`src/rtl/fifo_rd_stream.sv`:
```
`default_nettype none
// ============================================================================
// Module      : fifo_rd_stream
// Description : Read-side controller for synchronous_fifo. Issues FIFO pops,
//               absorbs the FIFO's one-cycle read latency in a 2-entry skid
//               buffer and presents words on a valid/ready stream. Keeps a
//               wrapping count of delivered words.
// Ports       : clk, rst_n             - clock, async active-low reset
//               fifo_empty             - FIFO empty flag
//               fifo_rd_data           - FIFO read data (cycle after pop)
//               fifo_rd_en             - FIFO pop request
//               flush                  - sync clear of buffer + in-flight read
//               out_valid/out_ready    - output stream handshake
//               out_data               - head of the skid buffer
//               occupancy              - entries held in the buffer (0..2)
//               word_cnt               - delivered words, wraps
// Revision    : 1.0 - initial release
// ============================================================================
module fifo_rd_stream #(
    parameter int DATA_WIDTH = 8,
    parameter int CNT_WIDTH  = 16
) (
    input  logic                  clk,
    input  logic                  rst_n,
    input  logic                  fifo_empty,
    input  logic [DATA_WIDTH-1:0] fifo_rd_data,
    output logic                  fifo_rd_en,
    input  logic                  flush,
    output logic                  out_valid,
    input  logic                  out_ready,
    output logic [DATA_WIDTH-1:0] out_data,
    output logic [1:0]            occupancy,
    output logic [CNT_WIDTH-1:0]  word_cnt
);

    localparam logic [1:0] c_OCC_EMPTY = 2'd0;
    localparam logic [1:0] c_OCC_ONE   = 2'd1;
    localparam logic [1:0] c_OCC_FULL  = 2'd2;

    // ------------------------------------------------------------------------
    // State
    // ------------------------------------------------------------------------
    logic                  r_inflight;   // a pop was issued last cycle
    logic [1:0]            r_occ;        // buffered entries
    logic [DATA_WIDTH-1:0] r_head;       // entry 0, drives out_data
    logic [DATA_WIDTH-1:0] r_tail;       // entry 1
    logic [CNT_WIDTH-1:0]  r_word_cnt;

    // ------------------------------------------------------------------------
    // Combinational
    // ------------------------------------------------------------------------
    logic                  w_push;
    logic                  w_pop;
    logic [2:0]            w_committed;
    logic                  w_has_room;
    logic [1:0]            w_occ_nxt;
    logic [DATA_WIDTH-1:0] w_head_nxt;
    logic [DATA_WIDTH-1:0] w_tail_nxt;

    assign out_valid = (r_occ != c_OCC_EMPTY);
    assign out_data  = r_head;
    assign occupancy = r_occ;
    assign word_cnt  = r_word_cnt;

    assign w_pop  = out_valid && out_ready;
    assign w_push = r_inflight;

    // Entries already buffered plus the word still on its way from the FIFO.
    // A pop in this cycle frees one slot, so a new read may be issued even
    // when the committed total is already two.
    assign w_committed = {1'b0, r_occ} + {2'b00, r_inflight};
    assign w_has_room  = (w_committed < 3'd2) || w_pop;

    // Gating with rst_n keeps the FIFO from being popped while this block is
    // held in reset and could not capture the returned word.
    assign fifo_rd_en = rst_n && !fifo_empty && !flush && w_has_room;

    // Skid buffer next-state. Entry 0 is always the oldest word.
    always_comb begin
        w_occ_nxt  = r_occ;
        w_head_nxt = r_head;
        w_tail_nxt = r_tail;
        if (flush) begin
            // The in-flight return (if any) is dropped along with the buffer.
            w_occ_nxt = c_OCC_EMPTY;
        end else begin
            case ({w_push, w_pop})
                2'b10: begin
                    if (r_occ == c_OCC_EMPTY) begin
                        w_head_nxt = fifo_rd_data;
                    end else begin
                        w_tail_nxt = fifo_rd_data;
                    end
                    if (r_occ != c_OCC_FULL) begin
                        w_occ_nxt = r_occ + 2'd1;
                    end
                end
                2'b01: begin
                    w_head_nxt = r_tail;
                    w_occ_nxt  = r_occ - 2'd1;
                end
                2'b11: begin
                    // Count is unchanged; with a single entry the new word
                    // replaces the departing head directly.
                    if (r_occ == c_OCC_ONE) begin
                        w_head_nxt = fifo_rd_data;
                    end else begin
                        w_head_nxt = r_tail;
                        w_tail_nxt = fifo_rd_data;
                    end
                end
                default: begin
                end
            endcase
        end
    end

    // ------------------------------------------------------------------------
    // Registers
    // ------------------------------------------------------------------------
    always_ff @(posedge clk or negedge rst_n) begin
        if (!rst_n) begin
            r_inflight <= 1'b0;
            r_occ      <= c_OCC_EMPTY;
            r_head     <= '0;
            r_tail     <= '0;
        end else begin
            r_inflight <= fifo_rd_en;
            r_occ      <= w_occ_nxt;
            r_head     <= w_head_nxt;
            r_tail     <= w_tail_nxt;
        end
    end

    // A handshake in a flush cycle still completes, so it is counted.
    always_ff @(posedge clk or negedge rst_n) begin
        if (!rst_n) begin
            r_word_cnt <= '0;
        end else if (w_pop) begin
            r_word_cnt <= r_word_cnt + 1'b1;
        end
    end

    // ------------------------------------------------------------------------
    // Checks
    // ------------------------------------------------------------------------
    // The read-issue rule keeps occupancy + inflight <= 2, so a returning
    // word must never find the buffer full with nothing leaving.
    a_no_overflow : assert property (
        @(posedge clk) disable iff (!rst_n)
        !(w_push && !w_pop && (r_occ == c_OCC_FULL))
    );

endmodule
`default_nettype wire

```
`config.mk`:
```
export PLATFORM = sky130hd
export DESIGN_NAME = fifo_rd_stream
export DESIGN_NICKNAME = d
export VERILOG_FILES = /design/src/rtl/fifo_rd_stream.sv
export SDC_FILE = /design/constraint.sdc
export NUM_CORES = 1
export LEC_CHECK = 0
export BUFFER_PORTS_ARGS = -buffer_cell sky130_fd_sc_hd__buf_2
export CORE_MARGIN = 2
export CORE_UTILIZATION = 56
export CTS_CLUSTER_SIZE = 20
export DETAILED_ROUTE_END_ITERATION = 8
export PLACE_DENSITY_LB_ADDON = 0.3
export SYNTH_ARGS = -nofsm -noshare
export SYNTH_HDL_FRONTEND = slang
export SYNTH_SLANG_ARGS = --single-unit
```
`constraint.sdc`:
```
create_clock -name clk -period 4.3 [get_ports clk]
set_input_delay 0.645 -clock clk [delete_from_list [all_inputs] [get_ports clk]]
set_output_delay 0.645 -clock clk [all_outputs]
set_load 0.03 [all_outputs]
```
# Yosys cells after proc, flatten, opt, wreduce, memory -nomap -nowiden

Cells that the tools add are included.

Bitwise gates (word level): 1
Reduce and logical (&&, ||, !) cells: 15
$lt $le $gt $ge: 1
Multiplexer cells: 9
Add/subtract/negate cells: 4
Eq/ne operators: 9

Operators with widths:

| kind                                                        | count |
|---|---|
| 2-to-1 mux 8 bit                                            | 4 |
| one-hot mux 8 bit (3 select lines)                          | 1 |
| adder 16 x 1 -> 16 bit (second input constant)              | 1 |
| one-hot mux 8 bit (2 select lines)                          | 1 |
| inequality test 2 bit (second input constant)               | 4 |
| nonzero test 3 bit                                          | 2 |
| equality test 2 x 1 -> 1 bit (second input constant)        | 2 |
| equality test 2 bit (second input constant)                 | 2 |
| logical AND 1 bit                                           | 4 |
| 2-to-1 mux 2 bit                                            | 2 |
| one-hot mux 2 bit (2 select lines)                          | 1 |
| AND reduction 4 bit                                         | 1 |
| nonzero test 2 bit                                          | 2 |
| adder 2 x 1 -> 3 bit                                        | 1 |
| less-than comparator 3 x 2 -> 1 bit (second input constant) | 1 |
| inequality test 3 bit (second input constant)               | 1 |
| AND reduction 3 bit                                         | 1 |
| adder 2 x 1 -> 2 bit (second input constant)                | 1 |
| logical NOT 1 bit                                           | 2 |
| logical NOT 2 bit                                           | 1 |
| AND reduction 2 bit                                         | 1 |
| subtractor 2 x 1 -> 2 bit (second input constant)           | 1 |
| logical OR 1 bit                                            | 1 |
| NOT 1 bit                                                   | 1 |

Output and inout port bits: 28
Register bits: 35

# Logic depth before layout (Yosys ltp)

Gate-level depths: netlist of the first run.

Word-level depth: 5
Gate-level depth with buffers: 7

# Worst setup path before layout of the first run

No wires, ideal clock.

Path type: reg-to-output
Start: register r_occ[0] (netlist: occupancy[0])
End: output fifo_rd_en
Data required time: 3655 ps
Arrival: 2351 ps
Setup slack: 1304 ps
Stages on the path, launching flop included: 7
Path buffers: 1
Cell sequence: dfrtp_1 > inv_1 > ha_1 > nor2b_1 > buf_2 > nor2_1 > nor4b_1

Word-level cells in the longest chain between the ends: 4

Ends and longest elaborated chain:

| what                                                                     | RTL line | RTL |
|---|---|---|
| start, declared                                                          | 44       | `logic [1:0] r_occ;` |
| start signal, assigned                                                   | 124      | `r_occ <= c_OCC_EMPTY;` |
| start signal, assigned                                                   | 129      | `r_occ <= w_occ_nxt;` |
| adder 2 x 1 -> 3 bit or nonzero test 2 bit (tied branches)               | 71, 60   |  |
| less-than comparator 3 x 2 -> 1 bit or logical AND 1 bit (tied branches) | 72, 65   |  |
| logical OR 1 bit *                                                       | 72       | `assign w_has_room = (w_committed < 3'd2) \|\| w_pop;` |
| logical AND 1 bit *                                                      | 76       | `assign fifo_rd_en = rst_n && !fifo_empty && !flush && w_has_room;` |
| end, declared                                                            | 27       | `output logic fifo_rd_en,` |

Every way passes the cells marked *; elsewhere a longest branch is shown, timed or not.

# Worst setup path in the final report of the first run

Same ends and word-level chain as after synthesis.

==> impl_metrics.csv, run 1 <==
group,metric,value,unit
power_and_ir_drop,p_per_area,564.2,nW/µm²
synthesis,synth-seq-cells,35,
floorplan,placementRows,19,
grt,grt_util_met2,0.3555,
grt,use_met3,0.06250,
synthesis,yosys.area_share.simple,0.1568,
synthesis,synth_top_family_by_area,"simple AND/OR/NAND/NOR gates",
routing,drtIter0Drc,31,
synthesis,yosys.area_share.adder,0.03843,
timing,hold_viol_final,0,
synthesis,avgSynthCellArea,11.38,µm²
routing,vias,1201,
synthesis,syn_inst,143,
power_and_ir_drop,p_leak,0.0009586,µW
clock_network,cts_tree,"yes",
floorplan,die_w,57.92,µm
grt,grt_use_total,0.2125,
clock_network,clock_latency,0.34,ns
timing,fin_skew,0.006272,ns
final_layout,nets,205,
clock_network,clk_pin_slew,0.10,ns
floorplan,start_util,0.5903,
final_layout,layout-drive-gt1-share,0.3245,
run,drv_cap,0,
grt,antenna_found_initial,0,
synthesis,syn_nets,161,
grt,grt_use_met1,0.2578,
placement,gp_congestion,0.7448,
power_and_ir_drop,finalPower,1073,µW
synthesis,postSynth.asyncResetShare,1.000,
placement,dp_hpwl,2210,µm
timing,rsz0062_at_grt,"false",
timing,slew_headroom,0.5537,
clock_network,cts_setup_buffers,0,
clock_network,clock-sinks,35,
synthesis,synth_xor_area_frac,0.07533,
synthesis,synth-edff-count,0,
placement,placed_area,1848,µm²
synthesis,netlist_area,1628,µm²
power_and_ir_drop,ir_worst_vdd,0.4462,mV
routing,detail_route.wl_per_cell,13.86,µm
timing,fin_crit,2.979,ns
floorplan,die_y,57.92,µm
clock_network,htreeDepth,2,
placement,port_buffers,40,
grt,gr-total-overflow,0,
floorplan,die_area,3354,µm²
setup_path,worstSetupPathType,"reg2out",
final_layout,area_delta_synth_final,16.83,%
routing,vias_per_cell,5.484,
final_layout,fill_cells,225,
synthesis,ys_seq_area_frac,0.5380,
floorplan,num_io_pins,41,
synthesis,synth_cell_type_count,30,
clock_network,post_cts_resized,0,
synthesis,synth_compound_area_frac,0.06380,
synthesis,synth_ff_type,"dfrtp_1",
timing,max_freq,0.3357,GHz
clock_network,postCtsHoldBufs,0,
final_layout,final_cell_area,1902,µm²
routing,drcViolationCount,0,
grt,grt_max_degree,37,
setup_path,cp-start-kind,"flip-flop",
routing,drt_pre_antenna_iters,4,
grt,grt_pass1_wl,5306,µm
timing,maxSlewViolCount,0,
setup_path,arrival,2.33,ns
routing,ant_nets,0,
synthesis,synth_mux_area_frac,0.1045,
floorplan,core,2758,µm²
clock_network,clock_path_buffers,2,
final_layout,antennaDiodeCount,0,
timing,setup_tns,0,ns
clock_network,cts_root_buf,"clkbuf_4",
status,status,"completed",
grt,top_usage_layer,"met2",
clock_network,cts_buffers,5,
hold_path,holdCritPathClass,"in2async",
timing,post-route-period-util,0.6928,
timing,setup_violations,0,
synthesis,yosysWarnings,0,
timing,worstMarginPinSlew,0.6694,ns
setup_path,cp.required,3.65,ns
grt,grt_pass1_vias,1181,
routing,wl,3036,µm
setup_path,end_kind,"primary output",
setup_path,crit_fanout,8,
==> critical path: stages (launching register included) <==
cell	delay [ns]
dfrtp_1	0.46
inv_1	0.10
ha_1	0.27
nor2b_1	0.47
nor2_1	0.11
nor4b_1	0.32
buf_2	0.26
==> routing by layer <==
metal,wire length (µm),part of all wire
met1,1274,0.42
met2,1540,0.51
met3,153,0.050
met4,68,0.022
met5,0,0
==> power breakdown <==
group,internal [µW],switching [µW]
Sequential,426,74.1
Clock,63.0,107
Combinational,142,261
==> through the flow <==
step / hold slack (ns) / std cells / worst slack (ns) / utilization
after floorplan: 0.3494 / 143 / 1.304 / -
after global placement: 0.4547 / 211 / 1.785 / 0.6701
after detailed placement: 0.4788 / 211 / 1.703 / 0.6701
after CTS: 0.3187 / 219 / 1.322 / 0.6897
after global routing: 0.3426 / 219 / 1.079 / 0.6897
final: 0.3168 / 219 / 1.321 / 0.6897
==> kinds of logic after synthesis <==
family,Yosys count
compound gates,17
buf+inv,7
mux,16
flops,35
xor+xnor,14
simple gates,49
fa+ha+maj,5
==> synth_stat cells (2+ instances only) <==
master	count	share of area
o21ai_0	2	0.0061
a211oi_1	2	0.0092
mux2i_1	8	0.049
nand2_1	13	0.030
nand3_1	5	0.015
nor3_1	3	0.0092
xnor2_1	11	0.059
ha_1	5	0.038
dfrtp_1	35	0.54
inv_1	3	0.0069
nand4_1	4	0.015
xor2_1	3	0.016
a21oi_1	9	0.028
nor2_1	14	0.032
a21oi_2	2	0.011
mux2_2	8	0.055
buf_2	3	0.0092
==> layout by cell type (no fill, tap or decap), types with 2 or more instances in the layout <==
master / Yosys / final
ha_1: 5 / 5
nand4_1: 4 / 4
xor2_1: 3 / 3
mux2_2: 8 / 8
clkbuf_4: 0 / 5
a21oi_1: 9 / 9
nor2_1: 14 / 14
nor3_1: 3 / 3
inv_1: 3 / 3
dfrtp_1: 35 / 35
nand2_1: 13 / 13
buf_2: 3 / 40
a211oi_1: 2 / 2
xnor2_1: 11 / 11
a21oi_2: 2 / 2
mux2i_1: 8 / 8
nand3_1: 5 / 5
o21ai_0: 2 / 2
==> cell type report <==
class | count | area (µm²) | share of cell area
clock inverter | 2 | 12.51 | 0.006579
clock buffer | 6 | 41.29 | 0.02171
timing repair buffer | 41 | 207.7 | 0.1092
sequential | 35 | 875.8 | 0.4605
inverter | 3 | 11.26 | 0.005921
tap | 31 | 38.79 | 0.02039
multi-input combinational | 101 | 714.4 | 0.3757
==> registers in the layout (all words and copies together) (netlist names) <==
| register | count |
|---|---|
| word_cnt | 16 |
| out_data | 8 |
| occupancy | 2 |
| r_inflight | 1 |
| r_tail | 8 |
==> final timing paths <==
check | startpoint | to | slack [ns] | cells after the start
worst min register to register | word_cnt[12] | word_cnt[12] | 0.49 | 1
worst min-delay path | rst_n | word_cnt[0] | 0.32 | 2
max in group asynchronous | rst_n | r_tail[2] | 3.67 | 2
worst max register to register | occupancy[0] | out_data[6] | 2.28 | 6
worst max-delay path | occupancy[0] | fifo_rd_en | 1.32 | 6
min in group clk | fifo_empty | r_inflight | 0.47 | 2
(Power assumes the default switching activity.)
==> run 2, diff against run 1 <==
CORE_UTILIZATION = 47   (was 56)
clock period = 2.63 ns   (was 4.3 ns; I/O delays follow)
==> impl_metrics.csv, run 2 (synthesis gave the netlist of run 1 again) <==
group,metric,value,unit
setup_path,rrSetupSlack,0.68,ns
power_and_ir_drop,p_per_area,947.7,nW/µm²
clock_network,cts_buffers,5,
floorplan,die_w,62.85,µm
routing,drt_pre_antenna_iters,4,
grt,grt_pass1_vias,1185,
setup_path,arrival,1.91,ns
placement,place_ws,0.6827,ns
floorplan,die_y,62.85,µm
clock_network,clock_path_buffers,2,
power_and_ir_drop,ir_worst_vdd,0.4338,mV
final_layout,finalNonFillerCells,235,
final_layout,largest_register_ffs,16,
grt,gr-total-overflow,0,
setup_path,cp_slowest_stage_delay,0.45,ns
timing,max_freq,0.4335,GHz
final_layout,antennaDiodeCount,0,
timing,worstMarginPinSlew,0.6833,ns
power_and_ir_drop,p_leak,0.0009824,µW
clock_network,cts_root_buf,"clkbuf_4",
hold_path,holdCritPathClass,"in2async",
placement,dp_hpwl,2180,µm
timing,fin_ws,0.3229,ns
setup_path,worstPathCellList,"inv_1, ha_1, nor2b_1, nor2_1, nor4b_2, buf_2",
final_layout,layout.cells.most_common,"buf_2",
clock_network,post_cts_resized,0,
clock_network,cts_setup_buffers,0,
final_layout,final_cell_area,1962,µm²
clock_network,clock-sinks,35,
routing,drtIter0Drc,39,
timing,fin_crit,2.307,ns
placement,placed_area,1881,µm²
routing,ant_nets,0,
timing,hold_viol_final,0,
floorplan,placementRows,21,
clock_network,postCtsHoldBufs,0,
clock_network,cts_tree,"yes",
grt,grt_use_total,0.1680,
routing,vias,1193,
clock_network,htreeDepth,2,
setup_path,cp.required,2.24,ns
timing,post-route-period-util,0.8772,
placement,gp_congestion,0.7989,
status,status,"completed",
setup_path,cp_slowest_cell,"dfrtp_1",
clock_network,clock_latency,0.33,ns
routing,detail_route.wl_per_cell,13.01,µm
timing,fin_skew,0.007429,ns
routing,wl,3057,µm
timing,slew_headroom,0.5445,
floorplan,core,3337,µm²
run,drv_cap,0,
timing,maxSlewViolCount,0,
grt,grt_pass1_wl,5112,µm
floorplan,num_io_pins,41,
setup_path,worstSetupPathType,"reg2out",
grt,grt_max_degree,36,
timing,setup_violations,0,
setup_path,end_kind,"primary output",
final_layout,area_delta_synth_final,20.52,%
grt,antenna_found_initial,0,
setup_path,crit_buf_inv,2,
routing,drcViolationCount,0,
setup_path,crit_fanout,7,
timing,rsz0062_at_grt,"false",
timing,setup_tns,0,ns
setup_path,cp-start-kind,"flip-flop",
placement,port_buffers,40,
final_layout,layout.cells.most_common_list,"buf_2, dfrtp_1, nor2_1",
clock_network,clk_pin_slew,0.11,ns
final_layout,nets,206,
final_layout,fill_cells,311,
setup_path,critical_path.top_delay_family,"simple AND/OR/NAND/NOR gates",
routing,vias_per_cell,5.077,
final_layout,layout-drive-gt1-share,0.3386,
floorplan,start_util,0.4878,
setup_path,crit_start,"occupancy[0]",
placement,place_inst,227,
setup_path,rr_startpoint,"occupancy[0]",
floorplan,die_area,3950,µm²
-- run 2: cell count changes in the layout (fill, tap and decap cells not counted), sizes merged --
cell,before,now
clkinv,1,2
buf,41,42
bufinv,0,1
clkbuf,6,5
clkinvlp,1,0
-- run 2: final timing paths --
check,to,depth (start not counted)
worst max-delay path,fifo_rd_en,6
worst min-delay path,word_cnt[10],2
worst min register to register,word_cnt[15],1
min in group clk,r_inflight,2
worst max register to register,out_data[4],6
max in group asynchronous,occupancy[1],2
-- run 2: where the power goes --
group	switching, µW	internal, µW	leakage, µW
sequential	122	696	0.000442
clock	184	200	0.0000452
combinational	422	236	0.000495
-- run 2: layer usage --
| layer | up-vias | GRT usage | share of wire | routed length [µm] |
|---|---|---|---|---|
| met5 | - | 0 | 0 | 0 |
| met4 | 0 | 0.08611 | 0.011 | 33 |
| met3 | 4 | 0.04685 | 0.053 | 163 |
| met2 | 31 | 0.2970 | 0.51 | 1566 |
| met1 | 575 | 0.1830 | 0.42 | 1294 |
| li1 | 583 | - | - | - |
-- run 2: cell type report --
cell class | instances | area, µm² | area share
clock buffer | 5 | 37.54 | 0.01913
clock inverter | 3 | 43.79 | 0.02232
inverter | 3 | 11.26 | 0.005740
multi-input combinational | 101 | 720.7 | 0.3673
sequential | 35 | 875.8 | 0.4464
tap | 46 | 57.56 | 0.02934
timing repair buffer | 42 | 215.2 | 0.1097
-- run 2: through the flow --
step,hold WS (ns),utilization,total power [µW]
global route,0.1098,0.5879,1978
finish,0.09596,0.5879,1859
CTS,0.09275,0.5879,1880
detailed placement,0.4654,0.5636,1491
floorplan,0.09891,-,1294
global placement,0.4571,0.5636,1464
